--- src/rtl/sched_pkg.sv ---
// Shared types and constants for the quantum scheduler: opcode encodings,
// switch reasons and the scheduler FSM state encoding.
package sched_pkg;

  localparam logic [5:0] OP_JUMP  = 6'b010001;
  localparam logic [5:0] OP_JUMPR = 6'b010010;
  localparam logic [5:0] OP_BEQ   = 6'b010100;
  localparam logic [5:0] OP_IN    = 6'b011101;
  localparam logic [5:0] OP_OUT   = 6'b011110;

  typedef enum logic [1:0] {
    REASON_QUANTUM = 2'd0,
    REASON_EXIT    = 2'd1,
    REASON_IO      = 2'd2
  } switch_reason_t;

  typedef enum logic [1:0] {
    ST_IDLE   = 2'd0,
    ST_RUN    = 2'd1,
    ST_SWITCH = 2'd2
  } sched_state_t;

  function automatic logic is_io_op(input logic [5:0] op);
    return (op == OP_IN) || (op == OP_OUT);
  endfunction

endpackage

--- src/rtl/quantum_scheduler_if.sv ---
// Bundle of the retire stream, slot control and OS switch handshake between
// the control unit / OS side (master) and the quantum scheduler (slave).
interface quantum_scheduler_if #(
  parameter int PC_W  = 32,
  parameter int IDX_W = 2,
  parameter int Q_W   = 8
);
  logic             retire;
  logic [PC_W-1:0]  pc;
  logic [5:0]       opcode;
  logic             io_instr;
  logic             proc_exit;
  logic             proc_start;
  logic [IDX_W-1:0] start_idx;
  logic             cfg_we;
  logic [IDX_W-1:0] cfg_idx;
  logic [Q_W-1:0]   cfg_q;
  logic             switch_ack;
  logic             switch_req;
  logic [1:0]       switch_reason;
  logic [PC_W-1:0]  saved_pc;
  logic [IDX_W-1:0] cur_proc;
  logic [IDX_W-1:0] next_proc;
  logic             any_ready;

  modport master (
    output retire, pc, opcode, io_instr, proc_exit, proc_start, start_idx,
           cfg_we, cfg_idx, cfg_q, switch_ack,
    input  switch_req, switch_reason, saved_pc, cur_proc, next_proc, any_ready
  );

  modport slave (
    input  retire, pc, opcode, io_instr, proc_exit, proc_start, start_idx,
           cfg_we, cfg_idx, cfg_q, switch_ack,
    output switch_req, switch_reason, saved_pc, cur_proc, next_proc, any_ready
  );
endinterface

--- src/rtl/rr_next_ready.sv ---
// Combinational round-robin finder: first ready slot after cur, wrapping,
// with cur itself considered last. next is 0 when nothing is ready.
module rr_next_ready #(
  parameter int NPROC = 4,
  parameter int IDX_W = $clog2(NPROC)
) (
  input  logic [NPROC-1:0] ready,
  input  logic [IDX_W-1:0] cur,
  output logic [IDX_W-1:0] next,
  output logic             found
);

  // Walk offsets from farthest to nearest so the nearest ready slot wins.
  always_comb begin
    next  = '0;
    found = 1'b0;
    for (int k = NPROC; k >= 1; k--) begin
      if (ready[(int'(cur) + k) % NPROC]) begin
        next  = IDX_W'((int'(cur) + k) % NPROC);
        found = 1'b1;
      end
    end
  end

endmodule

--- src/rtl/quantum_scheduler.sv ---
// Preemption controller: counts user-space retires per quantum and requests a
// context switch on expiry, exit or (with QSCHED_IO_YIELD_EN defined) I/O.
module quantum_scheduler
  import sched_pkg::*;
#(
  parameter int PC_W        = 32,
  parameter int NPROC       = 4,
  parameter int IDX_W       = $clog2(NPROC),
  parameter int Q_W         = 8,
  parameter int DEFAULT_Q   = 5,
  parameter int OS_PC_LIMIT = 300
) (
  input logic               clk,
  input logic               reset,
  quantum_scheduler_if.slave bus
);

  sched_state_t     state_q, state_d;
  logic [NPROC-1:0] ready_q, ready_d;
  logic [Q_W-1:0]   quantum_q [NPROC];
  logic [Q_W-1:0]   quantum_d [NPROC];
  logic [PC_W-1:0]  resume_pc_q [NPROC];
  logic [PC_W-1:0]  resume_pc_d [NPROC];
  logic [Q_W-1:0]   count_q, count_d;
  logic [IDX_W-1:0] cur_q, cur_d;
  logic [IDX_W-1:0] next_q, next_d;
  logic             switch_req_q, switch_req_d;
  switch_reason_t   reason_q, reason_d;
  logic [PC_W-1:0]  saved_pc_q, saved_pc_d;
  logic             any_ready_q, any_ready_d;

  logic             run_retire, is_io, expire, others_ready;
  logic             ev_exit, ev_io, ev_quantum, io_clear, go_switch;
  logic [Q_W:0]     cnt_inc;
  logic [PC_W-1:0]  pc_inc;
  logic [Q_W-1:0]   cfg_q_eff;
  logic [IDX_W-1:0] low_idx, rr_idx;
  logic             low_found, rr_found;

  assign run_retire   = (state_q == ST_RUN) && bus.retire && (bus.pc > PC_W'(OS_PC_LIMIT));
  assign is_io        = bus.io_instr | is_io_op(bus.opcode);
  assign pc_inc       = bus.pc + PC_W'(1);
  assign cnt_inc      = {1'b0, count_q} + (Q_W+1)'(1);
  assign expire       = cnt_inc >= {1'b0, quantum_q[cur_q]};
  assign others_ready = |(ready_q & ~(NPROC'(1) << cur_q));
  assign cfg_q_eff    = (bus.cfg_q == '0) ? Q_W'(1) : bus.cfg_q;

  assign ev_exit    = run_retire && bus.proc_exit;
`ifdef QSCHED_IO_YIELD_EN
  assign ev_io      = run_retire && !bus.proc_exit && is_io;
  assign io_clear   = 1'b0;
`else
  assign ev_io      = 1'b0;
  assign io_clear   = run_retire && !bus.proc_exit && is_io;
`endif
  assign ev_quantum = run_retire && !bus.proc_exit && !is_io && expire && others_ready;
  assign go_switch  = ev_exit || ev_io || ev_quantum;

  // Lowest ready index is the round-robin successor of the top slot.
  rr_next_ready #(.NPROC(NPROC), .IDX_W(IDX_W)) u_low (
    .ready(ready_d), .cur(IDX_W'(NPROC-1)), .next(low_idx), .found(low_found)
  );

  rr_next_ready #(.NPROC(NPROC), .IDX_W(IDX_W)) u_rr (
    .ready(ready_d), .cur(cur_d), .next(rr_idx), .found(rr_found)
  );

  genvar gi;
  generate
    for (gi = 0; gi < NPROC; gi++) begin : g_slot
      assign quantum_d[gi]   = (bus.cfg_we && bus.cfg_idx == IDX_W'(gi)) ? cfg_q_eff
                                                                        : quantum_q[gi];
      assign resume_pc_d[gi] = (ev_quantum && cur_q == IDX_W'(gi)) ? pc_inc
                                                                   : resume_pc_q[gi];
    end
  endgenerate

  always_comb begin
    ready_d = ready_q;
    if (ev_exit)        ready_d[cur_q]         = 1'b0;
    if (bus.proc_start) ready_d[bus.start_idx] = 1'b1;
  end

  // FSM next-state
  always_comb begin
    state_d = state_q;
    case (state_q)
      ST_IDLE:   if (|ready_d)  state_d = ST_RUN;
      ST_RUN:    if (go_switch) state_d = ST_SWITCH;
      ST_SWITCH: if (bus.switch_ack) state_d = (|ready_d) ? ST_RUN : ST_IDLE;
      default:   state_d = ST_IDLE;
    endcase
  end

  always_comb begin
    cur_d   = cur_q;
    count_d = count_q;
    case (state_q)
      ST_IDLE: begin
        if (|ready_d) begin
          cur_d   = low_idx;
          count_d = '0;
        end
      end
      ST_RUN: begin
        if (run_retire) begin
          if (go_switch || io_clear || expire) count_d = '0;
          else                                 count_d = cnt_inc[Q_W-1:0];
        end
      end
      ST_SWITCH: begin
        // A frozen target that is no longer ready falls back to the lowest one.
        if (bus.switch_ack) begin
          cur_d   = (ready_d[next_q] || !low_found) ? next_q : low_idx;
          count_d = '0;
        end
      end
      default: ;
    endcase
  end

  always_comb begin
    next_d = next_q;
    if (!(state_q == ST_SWITCH && !bus.switch_ack))
      next_d = rr_found ? rr_idx : '0;
  end

  // FSM outputs
  always_comb begin
    switch_req_d = (state_d == ST_SWITCH);
    reason_d     = reason_q;
    saved_pc_d   = saved_pc_q;
    any_ready_d  = |ready_d;
    if (state_q == ST_RUN && go_switch) begin
      saved_pc_d = pc_inc;
      reason_d   = ev_exit ? REASON_EXIT : (ev_io ? REASON_IO : REASON_QUANTUM);
    end
  end

  // FSM state register
  always_ff @(posedge clk) begin
    if (reset) state_q <= ST_IDLE;
    else        state_q <= state_d;
  end

  always_ff @(posedge clk) begin
    if (reset) begin
      ready_q      <= '0;
      count_q      <= '0;
      cur_q        <= '0;
      next_q       <= '0;
      switch_req_q <= 1'b0;
      reason_q     <= REASON_QUANTUM;
      saved_pc_q   <= '0;
      any_ready_q  <= 1'b0;
      for (int i = 0; i < NPROC; i++) begin
        quantum_q[i]   <= Q_W'(DEFAULT_Q);
        resume_pc_q[i] <= '0;
      end
    end else begin
      ready_q      <= ready_d;
      count_q      <= count_d;
      cur_q        <= cur_d;
      next_q       <= next_d;
      switch_req_q <= switch_req_d;
      reason_q     <= reason_d;
      saved_pc_q   <= saved_pc_d;
      any_ready_q  <= any_ready_d;
      for (int i = 0; i < NPROC; i++) begin
        quantum_q[i]   <= quantum_d[i];
        resume_pc_q[i] <= resume_pc_d[i];
      end
    end
  end

  assign bus.switch_req    = switch_req_q;
  assign bus.switch_reason = reason_q;
  assign bus.saved_pc      = saved_pc_q;
  assign bus.cur_proc      = cur_q;
  assign bus.next_proc     = next_q;
  assign bus.any_ready     = any_ready_q;

endmodule

--- src/flat_wrapper.sv ---
// flat-port wrapper written by rule: the top's interface ports become plain ports
module quantum_scheduler_flat import sched_pkg::*;
#(
  parameter int PC_W        = 32,
  parameter int NPROC       = 4,
  parameter int IDX_W       = $clog2(NPROC),
  parameter int Q_W         = 8,
  parameter int DEFAULT_Q   = 5,
  parameter int OS_PC_LIMIT = 300
)
  (clk, reset, bus_retire, bus_pc, bus_opcode, bus_io_instr, bus_proc_exit, bus_proc_start, bus_start_idx, bus_cfg_we, bus_cfg_idx, bus_cfg_q, bus_switch_ack, bus_switch_req, bus_switch_reason, bus_saved_pc, bus_cur_proc, bus_next_proc, bus_any_ready);
  quantum_scheduler_if #(.PC_W(PC_W), .IDX_W(IDX_W), .Q_W(Q_W)) bus_i ();
  input logic clk;
  input logic reset;
  input wire logic [$bits(bus_i.retire)-1:0] bus_retire;
  input wire logic [$bits(bus_i.pc)-1:0] bus_pc;
  input wire logic [$bits(bus_i.opcode)-1:0] bus_opcode;
  input wire logic [$bits(bus_i.io_instr)-1:0] bus_io_instr;
  input wire logic [$bits(bus_i.proc_exit)-1:0] bus_proc_exit;
  input wire logic [$bits(bus_i.proc_start)-1:0] bus_proc_start;
  input wire logic [$bits(bus_i.start_idx)-1:0] bus_start_idx;
  input wire logic [$bits(bus_i.cfg_we)-1:0] bus_cfg_we;
  input wire logic [$bits(bus_i.cfg_idx)-1:0] bus_cfg_idx;
  input wire logic [$bits(bus_i.cfg_q)-1:0] bus_cfg_q;
  input wire logic [$bits(bus_i.switch_ack)-1:0] bus_switch_ack;
  output wire logic [$bits(bus_i.switch_req)-1:0] bus_switch_req;
  output wire logic [$bits(bus_i.switch_reason)-1:0] bus_switch_reason;
  output wire logic [$bits(bus_i.saved_pc)-1:0] bus_saved_pc;
  output wire logic [$bits(bus_i.cur_proc)-1:0] bus_cur_proc;
  output wire logic [$bits(bus_i.next_proc)-1:0] bus_next_proc;
  output wire logic [$bits(bus_i.any_ready)-1:0] bus_any_ready;
  assign bus_i.retire = bus_retire;
  assign bus_i.pc = bus_pc;
  assign bus_i.opcode = bus_opcode;
  assign bus_i.io_instr = bus_io_instr;
  assign bus_i.proc_exit = bus_proc_exit;
  assign bus_i.proc_start = bus_proc_start;
  assign bus_i.start_idx = bus_start_idx;
  assign bus_i.cfg_we = bus_cfg_we;
  assign bus_i.cfg_idx = bus_cfg_idx;
  assign bus_i.cfg_q = bus_cfg_q;
  assign bus_i.switch_ack = bus_switch_ack;
  assign bus_switch_req = bus_i.switch_req;
  assign bus_switch_reason = bus_i.switch_reason;
  assign bus_saved_pc = bus_i.saved_pc;
  assign bus_cur_proc = bus_i.cur_proc;
  assign bus_next_proc = bus_i.next_proc;
  assign bus_any_ready = bus_i.any_ready;
  quantum_scheduler #(.PC_W(PC_W), .NPROC(NPROC), .IDX_W(IDX_W), .Q_W(Q_W), .DEFAULT_Q(DEFAULT_Q), .OS_PC_LIMIT(OS_PC_LIMIT)) u_core (.clk(clk), .reset(reset), .bus(bus_i));
endmodule
--- config.mk ---
export PLATFORM = sky130hd
export DESIGN_NAME = quantum_scheduler_flat
export DESIGN_NICKNAME = d
export VERILOG_FILES = /design/src/rtl/sched_pkg.sv /design/src/rtl/quantum_scheduler_if.sv /design/src/rtl/rr_next_ready.sv /design/src/rtl/quantum_scheduler.sv /design/src/flat_wrapper.sv
export SDC_FILE = /design/constraint.sdc
export NUM_CORES = 1
export LEC_CHECK = 0
export CAP_MARGIN = 20
export CELL_PAD_IN_SITES_DETAIL_PLACEMENT = 0
export CELL_PAD_IN_SITES_GLOBAL_PLACEMENT = 1
export CORE_MARGIN = 8
export CORE_UTILIZATION = 42
export DETAILED_ROUTE_END_ITERATION = 8
export PLACE_DENSITY = 0.9
export SYNTH_ARGS = -nofsm -noshare
export SYNTH_HDL_FRONTEND = slang
export SYNTH_SLANG_ARGS = --single-unit
export TNS_END_PERCENT = 50
--- constraint.sdc ---
create_clock -name clk -period 6.6 [get_ports clk]
set_input_delay 1.32 -clock clk [delete_from_list [all_inputs] [get_ports clk]]
set_output_delay 1.32 -clock clk [all_outputs]
set_load 0.005 [all_outputs]
# Word level (Yosys, flattened, before mapping)
# Memory sizes are Yosys's and may differ from the RTL's. A register that Yosys moved wholly into a read port is not among the register bits.
# Cells that the tools add are included.
# totals
input_bits	58
latch_bits	0
ram_bits	32
elab_cells	162
mem_bits_ro	0
out_inout_bits	40
memories	1
register_bits	54
# classes
muxes	65
mul	0
n_eq_ne	15
reduce_logical	40
add_sub_neg	6
div	0
bitwise_logic	14
n_lt_le_gt_ge	11
n_shift	1
# mem_list
name	words	width	read_ports	rd_clocked_by_memory_dff	wr	line_no	source
u_core.quantum_q	4	8	1	1	4	quantum_scheduler.sv:20	logic [Q_W-1:0] quantum_q [NPROC];
# op_table
cell	count
2-to-1 mux 8 bit	13
adder 32 x 1 -> 32 bit, second input constant	1
> comparator 32 x 9 -> 1 bit, second input constant	1
2-to-1 mux 2 bit	16
2-to-1 mux 1 bit	24
one-hot mux 8 bit (3 select lines)	1
logical AND 1 bit	16
< comparator 3 x 4 -> 1 bit, second input constant	4
== test 6 x 5 -> 1 bit, second input constant	2
binary-select mux 1 bit (select 2 bit)	5
adder 8 x 1 -> 9 bit, second input constant	1
greater-or-equal comparator 9 x 8 -> 1 bit	1
< comparator 2 x 3 -> 1 bit, second input constant	3
bitwise AND 4 bit	2
== test 2 bit, second input constant	4
logical NOT 8 bit	1
2-to-1 mux 4 bit	2
NOT 4 bit	2
AND reduction 2 bit	4
OR reduction 2 bit	4
OR reduction 4 bit	2
one-hot mux 2 bit (3 select lines)	1
logical OR 1 bit	5
OR 1 bit	5
16 further kinds	32

# Longest topological paths before layout
# logic_depth
word_depth	29
depth_mapped	16
depth_no_buf	13

# Cells and area by module
# From an unflattened synthesis, not the netlist that was laid out.
# unflattened
hier_cells	520
hier_area_um2	5258.8
# modules_own_cells
mod	area_each_um2	instances	seq_area_each_um2	cells_per_inst
quantum_scheduler	5076.1	1	2021.9	492
rr_next_ready	91.3	2	0.0	14

# Worst setup path before layout
# No wires, ideal clock.
# synth_path
path_kind	input port to flip-flop
startpoint	in bus_pc[12]
endpoint	reg u_core.next_q[1] (netlist: u_core.bus.next_proc[1])
slack_ns	2.918
n_path_buf	1
t_arrival_ns	3.551
stages	10
required_ns	6.468
path_cell_list	or4_1 > nor4_2 > nand3_1 > o211a_4 > o21ba_1 > buf_6 > and2_4 > o32a_1 > o31ai_1 > o41ai_2
# synth_between
elab_chain_len	24
word_cells_on_any_way	48
cone_classes	add/sub (4); order compare (1); mux (37); bitwise (1); reduce/logical (5)
# synth_lines
item	line_no	source
start: declaration	flat_wrapper.sv:16	input wire logic [$bits(bus_i.pc)-1:0] bus_pc;
> comparator 32 x 9 -> 1 bit *	quantum_scheduler.sv:40	assign run_retire = (state_q == ST_RUN) && bus.retire && (bus.pc > PC_W'(OS_PC_LIMIT));
logical AND 1 bit *	quantum_scheduler.sv:40	
logical AND 1 bit *	quantum_scheduler.sv:48	assign ev_exit = run_retire && bus.proc_exit;
2-to-1 mux 4 bit *	quantum_scheduler.sv:80	if (ev_exit) ready_d[cur_q] = 1'b0;
OR 4 bit (no source line)	n/a	
2-to-1 mux 4 bit *	quantum_scheduler.sv:81	if (bus.proc_start) ready_d[bus.start_idx] = 1'b1;
2-to-1 mux 1 bit (4 in series)	rr_next_ready.sv:18	if (ready[(int'(cur) + k) % NPROC]) begin
logical NOT 1 bit	quantum_scheduler.sv:114	cur_d = (ready_d[next_q] || !low_found) ? next_q : low_idx;
logical OR 1 bit	quantum_scheduler.sv:114	
2-to-1 mux 2 bit	quantum_scheduler.sv:114	
2-to-1 mux 2 bit	quantum_scheduler.sv:113	if (bus.switch_ack) begin
one-hot mux 2 bit (2 select lines)	quantum_scheduler.sv:98	case (state_q)
adder 2 x 1 -> 2 bit	rr_next_ready.sv:18, rr_next_ready.sv:19	
binary-select mux 1 bit (select 2 bit)	rr_next_ready.sv:18	
2-to-1 mux 1 bit (implied by the code) (2 in series)	rr_next_ready.sv:18	
2-to-1 mux 2 bit / 2-to-1 mux 1 bit (equally long branches) (4 in series)	rr_next_ready.sv:18	
2-to-1 mux 2 bit *	quantum_scheduler.sv:125	next_d = rr_found ? rr_idx : '0;
end signal: assignment	quantum_scheduler.sv:164	next_q <= next_d;
end: declaration	quantum_scheduler.sv:26	logic [IDX_W-1:0] next_q, next_d;
# Every way passes the cells marked *; elsewhere a longest branch is shown, timed or not. The select of a mux whose other input is x is not followed.
# A chain may end at the register's enable or synchronous reset.

# Worst setup path in the final report
# Same ends and word-level chain as after synthesis.

==> flow_metrics.tcl <==
set metrics [dict create \
    hpwlAfterDp_um 9180 \
    cts_resized 0 \
    nets 667 \
    synthArstFlopShare 0 \
    clock_sinks 85 \
    syn_avg_cell_area_um2 9.27 \
    area_growth_pct 26.9 \
    htree_levels 3 \
    setup-tns-final_ns 0 \
    synth_seq_cells 85 \
    design.die.area_mm2 0.0149 \
    dpl-instance-area_mm2 0.00577 \
    hp-class "register to register" \
    outcome "finished, final reports clean" \
    rsz0062_at_grt "no" \
    power_density_mw_per_mm2 238 \
    cts_made_buffers 9 \
    clk_pin_slew_worst_paths_ns 0.09 \
    postCtsSetupRepairBufs 0 \
    finalCriticalPeriod_ns 4.13 \
    synth_top_cell_by_area "dfxtp_1" \
    synth_cell_type_count 60 \
    viasPerCell 5.44 \
    p_leak_nw 2.08 \
    tightest_slew_ns 0.891 \
    finalCritPeriodShare 0.625 \
    endpoint_kind "register" \
    grt_usage 0.167 \
    rows 38 \
    synthCells 508 \
    start_kind "primary input" \
    clockPowerShare 0.239 \
    antenna_found_initial 0 \
    crit_buf_inv 1 \
    root_buffer "clkbuf_8" \
    die_h_um 122 \
    synth_edf_count 32 \
    criticalPathCategory "primary input to register" \
    dp_cells 726 \
    vias 4042 \
    drcViolationCount 0 \
    io_buffers 96 \
    sw_frac_of_total 0.321 \
    grt_pass1_vias 4204 \
    synth_top_area_frac 0.225 \
    die-width_um 122 \
    crit_path_max_fanout 9 \
    finalWirelength_um 12200 \
    cp_slowest_cell "or4_1" \
    yosysWarnings 0 \
    cp_data_arrival_time_ns 4.35 \
    maxCapViolCount 0 \
    grt_first_pass_wirelength_um 20100 \
    synth_nets 577 \
    max_freq_ghz 0.242 \
    stdcell_area_mm2 0.00598 \
    grt-ovfl-total 0 \
    layout.cells.non_filler 743 \
    internal_power_w 0.000967 \
    core_mm2 0.0109 \
    ios 98 \
    setup_viol 0 \
    drtPass1Iterations 5 \
    drt.antenna.violating_nets 0 \
    cts_hold_buf 0 \
    netlist_top_cells_area "dfxtp_1 (23%), edfxtp_1 (20%), nor2_1 (5.5%), a211oi_1 (4.9%), mux4_2 (3.8%)" \
    crit_chain "clkdlybuf4s50_1 -> or4_1 -> nor4_2 -> nand3_1 -> o211a_4 -> o21ba_1 -> and2_4 -> o32a_1 -> o31ai_1 -> o41ai_2" \
    pwr-share-seq 0.458 \
    p_comb_frac 0.303 \
    layout_common_cells "clkdlybuf4s50_1 (95), nor2_1 (69), dfxtp_1 (53), nand2_1 (38), edfxtp_1 (32)" \
    ir_worst_vdd_mv 0.132 \
    hold_violations 0 \
    grt_max_degree 65 \
    cts_tree "yes" \
    switching_power_w 0.000456 \
    clock_latency_ns 0.35 \
    drv_slew 0 \
    required_ns 6.82 \
    mostFrequentLayoutCell "clkdlybuf4s50_1" \
    cpLargestDelayFamily "compound AO/OA/AOI/OAI gates" \
    drive_gt1_frac 0.0680 \
    antennaDiodeCount 0 \
    fill_cells 996 \
    start_util 0.433 \
    gp_congestion 0.834 \
    wl_per_cell_um 16.4 \
    relSlewSlack 0.405 \
    critical_path.max_stage_delay_ns 0.57 \
    cts_buffer_depth 2 \
    skew_ns 0.00678 \
    synth_ff_type "dfxtp_1" \
    yosysSeqAreaShare 0.429 \
    synth_area_mm2 0.00471 \
    reg2reg_setup_slack_ns 2.58 \
    initialDrtViolationCount 263 \
]
-- path summary, 6_finish.rpt --
path,from,endpoint,depth (start not counted)
worst max-delay path,bus_pc[12],u_core.bus.next_proc[1],10
worst min register to register,u_core.count_q[1],u_core.count_q[1],2
worst min-delay path,u_core.count_q[1],u_core.count_q[1],2
worst max register to register,u_core.bus.cur_proc[0],u_core.count_q[5],13
-- power by group through the flow --
stage / Combinational (W) / Sequential (W) / Clock [W]
2_1_floorplan: 0.000273 / 0.000641 / 0
3_3_place_gp: 0.000419 / 0.000661 / 0
3_5_place_dp: 0.000426 / 0.000664 / 0
4_1_cts: 0.000429 / 0.000653 / 0.000345
5_1_grt: 0.000475 / 0.000661 / 0.000368
6_report: 0.000431 / 0.000651 / 0.000341
-- worst reg2reg max path: stages, from the launching register on --
cell and delay [ns]:
dfxtp_1 0.91, mux4_2 0.60, inv_1 0.07, ha_1 0.22, nor2b_1 0.13, o21a_1 0.16
o21a_1 0.16, o21ai_0 0.17, a21boi_0 0.11, o211ai_1 0.26, and3_1 0.35, o21ai_1 0.21
or4_1 0.45, a21oi_1 0.16
-- cells by family after synthesis --
logic type,after synthesis,synth area share
AO/OA/AOI/OAI,111,0.173
XOR/XNOR,37,0.0688
adder cells (fa/ha/maj),11,0.0292
buffers and inverters,45,0.0383
flip-flops,85,0.429
multiplexers,10,0.0425
other,1,0.000796
AND/OR/NAND/NOR,208,0.218
-- layer usage --
metal / vias to the layer above / GRT usage / share of wire
met5: - / 0 / 0
met4: 0 / 0.0918 / 0.031
met3: 32 / 0.0315 / 0.060
met2: 138 / 0.284 / 0.49
met1: 1864 / 0.195 / 0.42
li1: 2008 / - / -
-- cell usage after synthesis, drive strengths merged, types with 3 or more instances --
library cell and count:
edfxtp 32, nor4 8, nor2b 9, nor2 69
inv 25, xor2 19, a31o 5, nand3 14
or3 4, nand2b 7, o21ai 15, a31oi 4
xnor2 18, nor3 9, buf 3, nand4 6
and3 8, mux4 8, ha 11, o311ai 3
a21o 3, dfxtp 53, o21a 8, clkbuf 17
a211oi 32, and2 26, or4 3, nand3b 3
nand2 38, a21oi 22
-- flip-flops by register name, indices dropped and copies added (netlist names) --
register,flops
u_core.quantum_q,32
u_core.bus.next_proc,2
u_core.bus.cur_proc,2
u_core.ready_q,4
u_core.bus.any_ready,1
u_core.bus.switch_req,1
u_core.state_q,2
u_core.bus.switch_reason,1
u_core.bus.saved_pc,32
u_core.count_q,8
-- area by class of cell --
| type | count | area (um2) | area share |
|---|---|---|---|
| Multi-Input combinational cell | 378 | 2510 | 0.420 |
| Timing Repair Buffer | 99 | 998 | 0.167 |
| Clock inverter | 5 | 36.3 | 0.00607 |
| Sequential cell | 85 | 2020 | 0.338 |
| Tap cell | 140 | 175 | 0.0293 |
| Clock buffer | 11 | 141 | 0.0237 |
| Inverter | 25 | 93.8 | 0.0157 |
-- through the flow --
step / hold WS, ns / utilization / total power (W) / setup slack, ns
after floorplan: 0.449 / - / 0.000914 / 2.92
after global routing: 0.524 / 0.549 / 0.00150 / 2.33
after detailed placement: 0.488 / 0.530 / 0.00109 / 2.11
after global placement: 0.469 / 0.530 / 0.00108 / 2.17
final: 0.492 / 0.549 / 0.00142 / 2.47
after CTS: 0.499 / 0.546 / 0.00143 / 2.48
Power figures use the tool's default switching activity.
